--- src/rtl/cpu_core.sv ---
// cpu_core: Hack-style instruction sequencer.
//
// Fetches 16-bit instructions from a synchronous instruction ROM, decodes
// A- and C-instructions, drives the operand/opcode side of an external ALU,
// waits ALU_LATENCY cycles, then writes back to A/D/M and resolves jumps.
//
// Ports
//   clk          clock, rising-edge
//   rst          synchronous active-high reset
//   pc           instruction ROM address (ROM data arrives next cycle)
//   instr        instruction ROM data
//   alu_x        ALU x operand (D)
//   alu_y        ALU y operand (A, or mem_rdata when the a-bit is set)
//   alu_opcode   {a, zx, nx, zy, ny, f, no}
//   alu_result   ALU output, sampled in WB
//   mem_addr     data RAM address, always A[14:0]
//   mem_rdata    data RAM read data (combinational from mem_addr)
//   mem_wdata    data RAM write data (alu_result)
//   mem_we       one-cycle RAM write strobe
//   a_reg        A register (debug)
//   d_reg        D register (debug)
//   retire       one-cycle pulse in the last cycle of each instruction
//
// state  | meaning
// FETCH  | pc presented to the ROM
// DECODE | instr valid; A-instr completes, C-instr loads ALU operands
// EXEC   | operands held stable while the ALU settles
// WB     | alu_result written back, jump resolved

module cpu_core #(
  parameter int ALU_LATENCY = 2
) (
  input  logic        clk,
  input  logic        rst,
  output logic [14:0] pc,
  input  logic [15:0] instr,
  output logic [15:0] alu_x,
  output logic [15:0] alu_y,
  output logic [6:0]  alu_opcode,
  input  logic [15:0] alu_result,
  output logic [14:0] mem_addr,
  input  logic [15:0] mem_rdata,
  output logic [15:0] mem_wdata,
  output logic        mem_we,
  output logic [15:0] a_reg,
  output logic [15:0] d_reg,
  output logic        retire
);

  typedef enum logic [1:0] {
    FETCH  = 2'd0,
    DECODE = 2'd1,
    EXEC   = 2'd2,
    WB     = 2'd3
  } state_t;

  localparam logic [3:0] LAT_M1 = 4'(ALU_LATENCY - 1);

  state_t      state, state_nxt;
  logic [14:0] pc_q, pc_nxt;
  logic [15:0] a_q, a_nxt;
  logic [15:0] d_q, d_nxt;
  // Only the destination and jump fields are needed after DECODE.
  logic [5:0]  ir_q, ir_nxt;
  logic [15:0] x_q, x_nxt;
  logic [15:0] y_q, y_nxt;
  logic [6:0]  op_q, op_nxt;
  logic [3:0]  cnt_q, cnt_nxt;
  logic        retire_c;
  logic        we_c;
  logic        zr, ng, take;

  always_ff @(posedge clk) begin
    if (rst) begin
      state <= FETCH;
      pc_q  <= '0;
      a_q   <= '0;
      d_q   <= '0;
      ir_q  <= '0;
      x_q   <= '0;
      y_q   <= '0;
      op_q  <= '0;
      cnt_q <= '0;
    end else begin
      state <= state_nxt;
      pc_q  <= pc_nxt;
      a_q   <= a_nxt;
      d_q   <= d_nxt;
      ir_q  <= ir_nxt;
      x_q   <= x_nxt;
      y_q   <= y_nxt;
      op_q  <= op_nxt;
      cnt_q <= cnt_nxt;
    end
  end

  assign zr   = (alu_result == 16'h0000);
  assign ng   = alu_result[15];
  assign take = (ir_q[2] & ng) | (ir_q[1] & zr) | (ir_q[0] & ~ng & ~zr);

  always_comb begin
    state_nxt = state;
    pc_nxt    = pc_q;
    a_nxt     = a_q;
    d_nxt     = d_q;
    ir_nxt    = ir_q;
    x_nxt     = x_q;
    y_nxt     = y_q;
    op_nxt    = op_q;
    cnt_nxt   = cnt_q;
    retire_c  = 1'b0;
    we_c      = 1'b0;

    case (state)
      FETCH: begin
        state_nxt = DECODE;
      end

      DECODE: begin
        ir_nxt = instr[5:0];
        if (!instr[15]) begin
          a_nxt     = {1'b0, instr[14:0]};
          pc_nxt    = pc_q + 15'd1;
          retire_c  = 1'b1;
          state_nxt = FETCH;
        end else begin
          // y mux uses the A value current at DECODE; M is read through it.
          x_nxt     = d_q;
          y_nxt     = instr[12] ? mem_rdata : a_q;
          op_nxt    = instr[12:6];
          cnt_nxt   = LAT_M1;
          state_nxt = EXEC;
        end
      end

      EXEC: begin
        if (cnt_q == 4'd0) begin
          state_nxt = WB;
        end else begin
          cnt_nxt = cnt_q - 4'd1;
        end
      end

      WB: begin
        retire_c = 1'b1;
        // a_q is still the pre-writeback A here, so the jump target and
        // mem_addr both see the old value even when d1 is set.
        if (ir_q[5]) a_nxt = alu_result;
        if (ir_q[4]) d_nxt = alu_result;
        we_c      = ir_q[3];
        pc_nxt    = take ? a_q[14:0] : pc_q + 15'd1;
        state_nxt = FETCH;
      end

      default: begin
        state_nxt = FETCH;
      end
    endcase
  end

  assign pc         = pc_q;
  assign alu_x      = x_q;
  assign alu_y      = y_q;
  assign alu_opcode = op_q;
  assign mem_addr   = a_q[14:0];
  assign mem_wdata  = alu_result;
  // Gated so a reset landing on WB can never produce a stray write.
  assign mem_we     = we_c & ~rst;
  assign retire     = retire_c & ~rst;
  assign a_reg      = a_q;
  assign d_reg      = d_q;

endmodule

--- config.mk ---
export PLATFORM = sky130hd
export DESIGN_NAME = cpu_core
export DESIGN_NICKNAME = d
export VERILOG_FILES = /design/src/rtl/cpu_core.sv
export SDC_FILE = /design/constraint.sdc
export NUM_CORES = 1
export LEC_CHECK = 0
export ABC_AREA = 1
export CORE_ASPECT_RATIO = 0.9
export CORE_MARGIN = 5
export CORE_UTILIZATION = 45
export CTS_BUF_LIST = sky130_fd_sc_hd__clkbuf_16
export DETAILED_ROUTE_END_ITERATION = 12
export HOLD_SLACK_MARGIN = 0.02
export PLACE_DENSITY = 0.8
export SLEW_MARGIN = 20
export SYNTH_ARGS = -nofsm -noshare
export SYNTH_HDL_FRONTEND = slang
export SYNTH_SLANG_ARGS = --single-unit
--- constraint.sdc ---
create_clock -name clk -period 2.05 [get_ports clk]
set_clock_uncertainty 0.05 [all_clocks]
set_input_delay 0.41 -clock clk [delete_from_list [all_inputs] [get_ports clk]]
set_output_delay 0.41 -clock clk [all_outputs]
set_load 0.02 [all_outputs]
# [Word level (Yosys, flattened, before mapping)]
# Cells that the tools add are included.
[classes] addsub=2 n_eq_ne=8 mux=16 bitwise=11 n_reduce_logical=10
[op_table] cell="16-bit two-way mux" count=3
[op_table] cell="16-bit one-hot mux with 2 select lines" count=1
[op_table] cell="15-bit two-way mux" count=2
[op_table] cell="15-bit one-hot mux with 2 select lines" count=1
[op_table] cell="16-bit zero test" count=1
[op_table] cell="15-bit by 1-bit adder with 15-bit output, second input constant" count=1
[op_table] cell="2-bit != test, second input constant" count=5
[op_table] cell="4-bit two-way mux" count=2
[op_table] cell="2-bit one-hot mux with 4 select lines" count=1
[op_table] cell="4-bit one-hot mux with 2 select lines" count=1
[op_table] cell="1-bit AND" count=6
[op_table] cell="2-bit AND reduction" count=3
[op_table] cell="3-bit AND reduction" count=2
[op_table] cell="2-bit equality test, second input constant" count=2
[op_table] cell="4-bit zero test" count=1
[op_table] cell="2-bit two-way mux" count=2
[op_table] cell="2-bit nonzero test" count=2
[op_table] cell="4-bit by 1-bit subtractor with 4-bit output, second input constant" count=1
[op_table] cell="1-bit inverter" count=3
[op_table] cell="2-bit by 1-bit equality test with 1-bit output, second input constant" count=1
[op_table] cell="2-bit zero test" count=1
[op_table] cell="1-bit two-way mux" count=2
[op_table] cell="1-bit OR" count=2
[op_table] cell="1-bit one-hot mux with 2 select lines" count=1
[word_totals] register_bits=98 out_inout_bits=119 word_cells=56

# [Depth between registers and ports, before layout]
[depth] depth_word=6 depth_mapped=12

# [Worst setup path before layout]
# No wires, ideal clock.
[synth_path] path_type="in2out" start="input rst" end="output mem_we" arrival_ns=1.180 t_required_ns=1.590 setup_slack_ns=0.410 cell_stages=5 cell_sequence="buf_2 > inv_1 > clkbuf_1 > nand2_1 > nor2_1"
[synth_via] elab_chain_cells=2
[synth_lines] item="from (decl)" line_no="34" text="input logic rst,"
[synth_lines] item="1-bit inverter" line_no="168" text="assign mem_we = we_c & ~rst;"
[synth_lines] item="1-bit AND" line_no="168"
[synth_lines] item="to (decl)" line_no="44" text="output logic mem_we,"
# Every way passes these cells.

# [Worst setup path in the final report]
[layout_path] start="input alu_result[1]" end="output mem_wdata[1]"
[layout_lines] item="from (decl)" line_no="40" text="input logic [15:0] alu_result,"
[layout_lines] item="to (decl)" line_no="43" text="output logic [15:0] mem_wdata,"
# No word-level cell between the ends.

==> results_dict.tcl <==
set metrics [dict create \
    grt_pass1_vias 5132 \
    synth_seq_area_share_pct 41.4 \
    vdd_drop_max_v 0.000430 \
    p_clk_share_pct 40.0 \
    grt_pass1_wl_um 24900 \
    grt_max_degree 40 \
    dr_total_vias 5013 \
    drv_cap 0 \
    n_antenna_cell 0 \
    p_comb_share_pct 17.3 \
    cts_tree "done" \
    grt_overflow_total 0 \
    critPathArrivalTime_ps 1570 \
    critPathSlowestCell "clkdlybuf4s50_1" \
    report.final.setup_viol 0 \
    rows 35 \
    antenna_found_initial 0 \
    syn_nets 727 \
    p_int_mw 3.52 \
    p_sw_mw 1.25 \
    cpMostUsedCell "clkdlybuf4s50_1" \
    layout-drive-gt1-share_pct 10.4 \
    die_area_um2 12700 \
    powerDensity_nw_per_um2 703 \
    worst_path_largest_cell_delay_ps 630 \
    path_buf_inv 2 \
    min_path_type "reg -> reg" \
    gp_congestion 0.946 \
    dp_hpwl_um 11700 \
    path_cells "clkdlybuf4s50_1 -> clkdlybuf4s50_1" \
    layout.nets 875 \
    core_area_um2 10200 \
    io_pins 169 \
    multiInputGateArea_um2 2160 \
    fin_cells 957 \
    ys_top_cells_by_area "dfxtp_1 (41%), nand2_1 (16%), a21oi_1 (8.8%), buf_4 (5.4%), nand3_1 (5.0%)" \
    critical_path.max_fanout 3 \
    insertion_delay_ps 340 \
    area_growth_pct 43.4 \
    synth_top_area_cell "dfxtp_1" \
    rsz0062_at_grt "false" \
    cp_top_family "buffers and inverters" \
    timing.hold.ws_ps 416 \
    ys_types 31 \
    fin_crit_ps 2030 \
    placed_cells 941 \
    seq_area_um2 1960 \
    cts-root-buf "clkbuf_16" \
    gr-usage-all-layers_pct 23.9 \
    start_util_pct 46.2 \
    report.power.total_mw 4.77 \
    hold_viol 0 \
    fin_setup_tns_ps 0 \
    finalCritPeriodShare_pct 99.0 \
    max_freq_ghz 0.493 \
    crit_path_end_kind "output pin" \
    htree_levels 3 \
    ys_ff_latch 98 \
    synth_area_um2 4740 \
    cp-start-kind "input pin" \
    die_w_um 118 \
    drc 0 \
    syn_area_per_cell_um2 7.02 \
    drt-vias-per-instance 5.24 \
    drv_slew 0 \
    drtIter0Drc 301 \
    ys.flop_type "dfxtp_1" \
    clock_sinks 98 \
    synth_edf_count 0 \
    ys_async_sr_fraction_pct 0 \
    wl_um 15600 \
    worst_pin_slew_ps 410 \
    postSynthCellCount 675 \
    status "complete, no violations" \
    drtAntennaViolNets 0 \
    yosysWarnings 0 \
    cts.path.max_buffers 2 \
    required_ps 1590 \
    cts-buffers-inserted 9 \
    seqPwrFrac_pct 42.7 \
    synth_top_area_share_pct 41.4 \
    portBuffers 168 \
    switching_share_pct 26.3 \
    post_drt_wl_per_cell_um 16.3 \
    drtPass1Iterations 5 \
    p_leak_nw 2.62 \
    slew_headroom_pct 72.6 \
    dieHeight_um 107 \
    critical_path_class "in -> out" \
    nFillCells 894 \
    cts.clk_slew.worst_paths_ps 60 \
]
[routing by layer]
layer | vias to the layer above | part of all wire [%] | GRT usage [%] | wire, um
met4 | 0 | 2.4 | 7.94 | 378
met3 | 31 | 8.9 | 7.62 | 1380
li1 | 2420 | - | - | -
met5 | - | 0 | 0 | 0
met2 | 222 | 48 | 41.3 | 7520
met1 | 2340 | 40 | 28.2 | 6280
[path summary, 6_finish.rpt]
check | start | endpoint | slack, ps | depth (start not counted)
max | alu_result[1] | mem_wdata[1] | 20 | 2
min | alu_x[10]$_SDFFE_PP0P_ | alu_x[10]$_SDFFE_PP0P_ | 420 | 2
max reg2reg | flop | pc[12]$_SDFFE_PP0P_ | 220 | 9
min reg2reg | alu_x[10]$_SDFFE_PP0P_ | alu_x[10]$_SDFFE_PP0P_ | 420 | 2
[logic make-up after synthesis]
logic type | after synthesis | share of synthesized area, %
xor+xnor | 11 | 2.03
compound gates | 134 | 15.1
flops | 98 | 41.4
buf+inv | 119 | 12.9
simple gates | 311 | 27.9
fa+ha+maj | 2 | 0.528
[cell usage in the layout (no fill, tap or decap), types with 2 or more instances in the layout]
cell and count:
a21oi_1 83, a21oi_2 4, buf_4 39, bufinv_16 3, clkbuf_16 9, clkdlybuf4s50_1 159, clkinv_1 2, dfxtp_1 98
dlygate4sd2_1 3, dlymetal6s2s_1 4, ha_1 2, inv_1 46, inv_2 4, nand2_1 206, nand2_2 9, nand3_1 47
nand3_2 4, nand4_1 2, nor2_1 30, nor2_2 4, nor3_1 6, o21ai_0 40, o21ai_1 2, xnor2_1 5
xor2_1 6
[through the flow]
| stage | area (um2) | util, % | worst slack (ps) |
|---|---|---|---|
| after floorplan | 4740 | - | 410 |
| after global placement | 6450 | 62.9 | -428 |
| after detailed placement | 6450 | 62.9 | -406 |
| after CTS | 6780 | 66.1 | 11.8 |
| after global routing | 6790 | 66.3 | 0.698 |
| final | 6790 | 66.3 | 21.2 |
[cell usage after synthesis, types with 5 or more instances]
| cell type | number |
|---|---|
| buf_4 | 34 |
| buf_2 | 10 |
| nor3_1 | 6 |
| nand2_2 | 8 |
| nor2_1 | 30 |
| a21oi_1 | 83 |
| xor2_1 | 6 |
| xnor2_1 | 5 |
| dfxtp_1 | 98 |
| inv_1 | 45 |
| clkbuf_1 | 23 |
| nand2_1 | 207 |
| nand3_1 | 47 |
| o21ai_0 | 40 |
[repair_timing]
item | CTS | global route
endpoints found under the setup margin | 4 | 12
resized for setup | 7 | 6
buffers inserted | 0 | 0
hold buffers | 0 | 0
[final cells by class]
cell class,count,share of cell area (%)
multi-input combinational,458,31.9
timing repair buffer,207,29.2
sequential,98,28.9
clock buffer,9,3.32
inverter,49,2.71
tap,129,2.38
clock inverter,7,1.60
[power by group through the flow]
stage	Combinational [mW]	Sequential, mW	Clock, mW
floorplan	0.390	2.12	0
CTS	0.821	2.03	1.92
finish	0.824	2.04	1.91
global route	0.884	2.05	2.01
global placement	0.801	2.07	0
detailed placement	0.817	2.08	0
No activity file was read; power rests on OpenSTA's default activity.
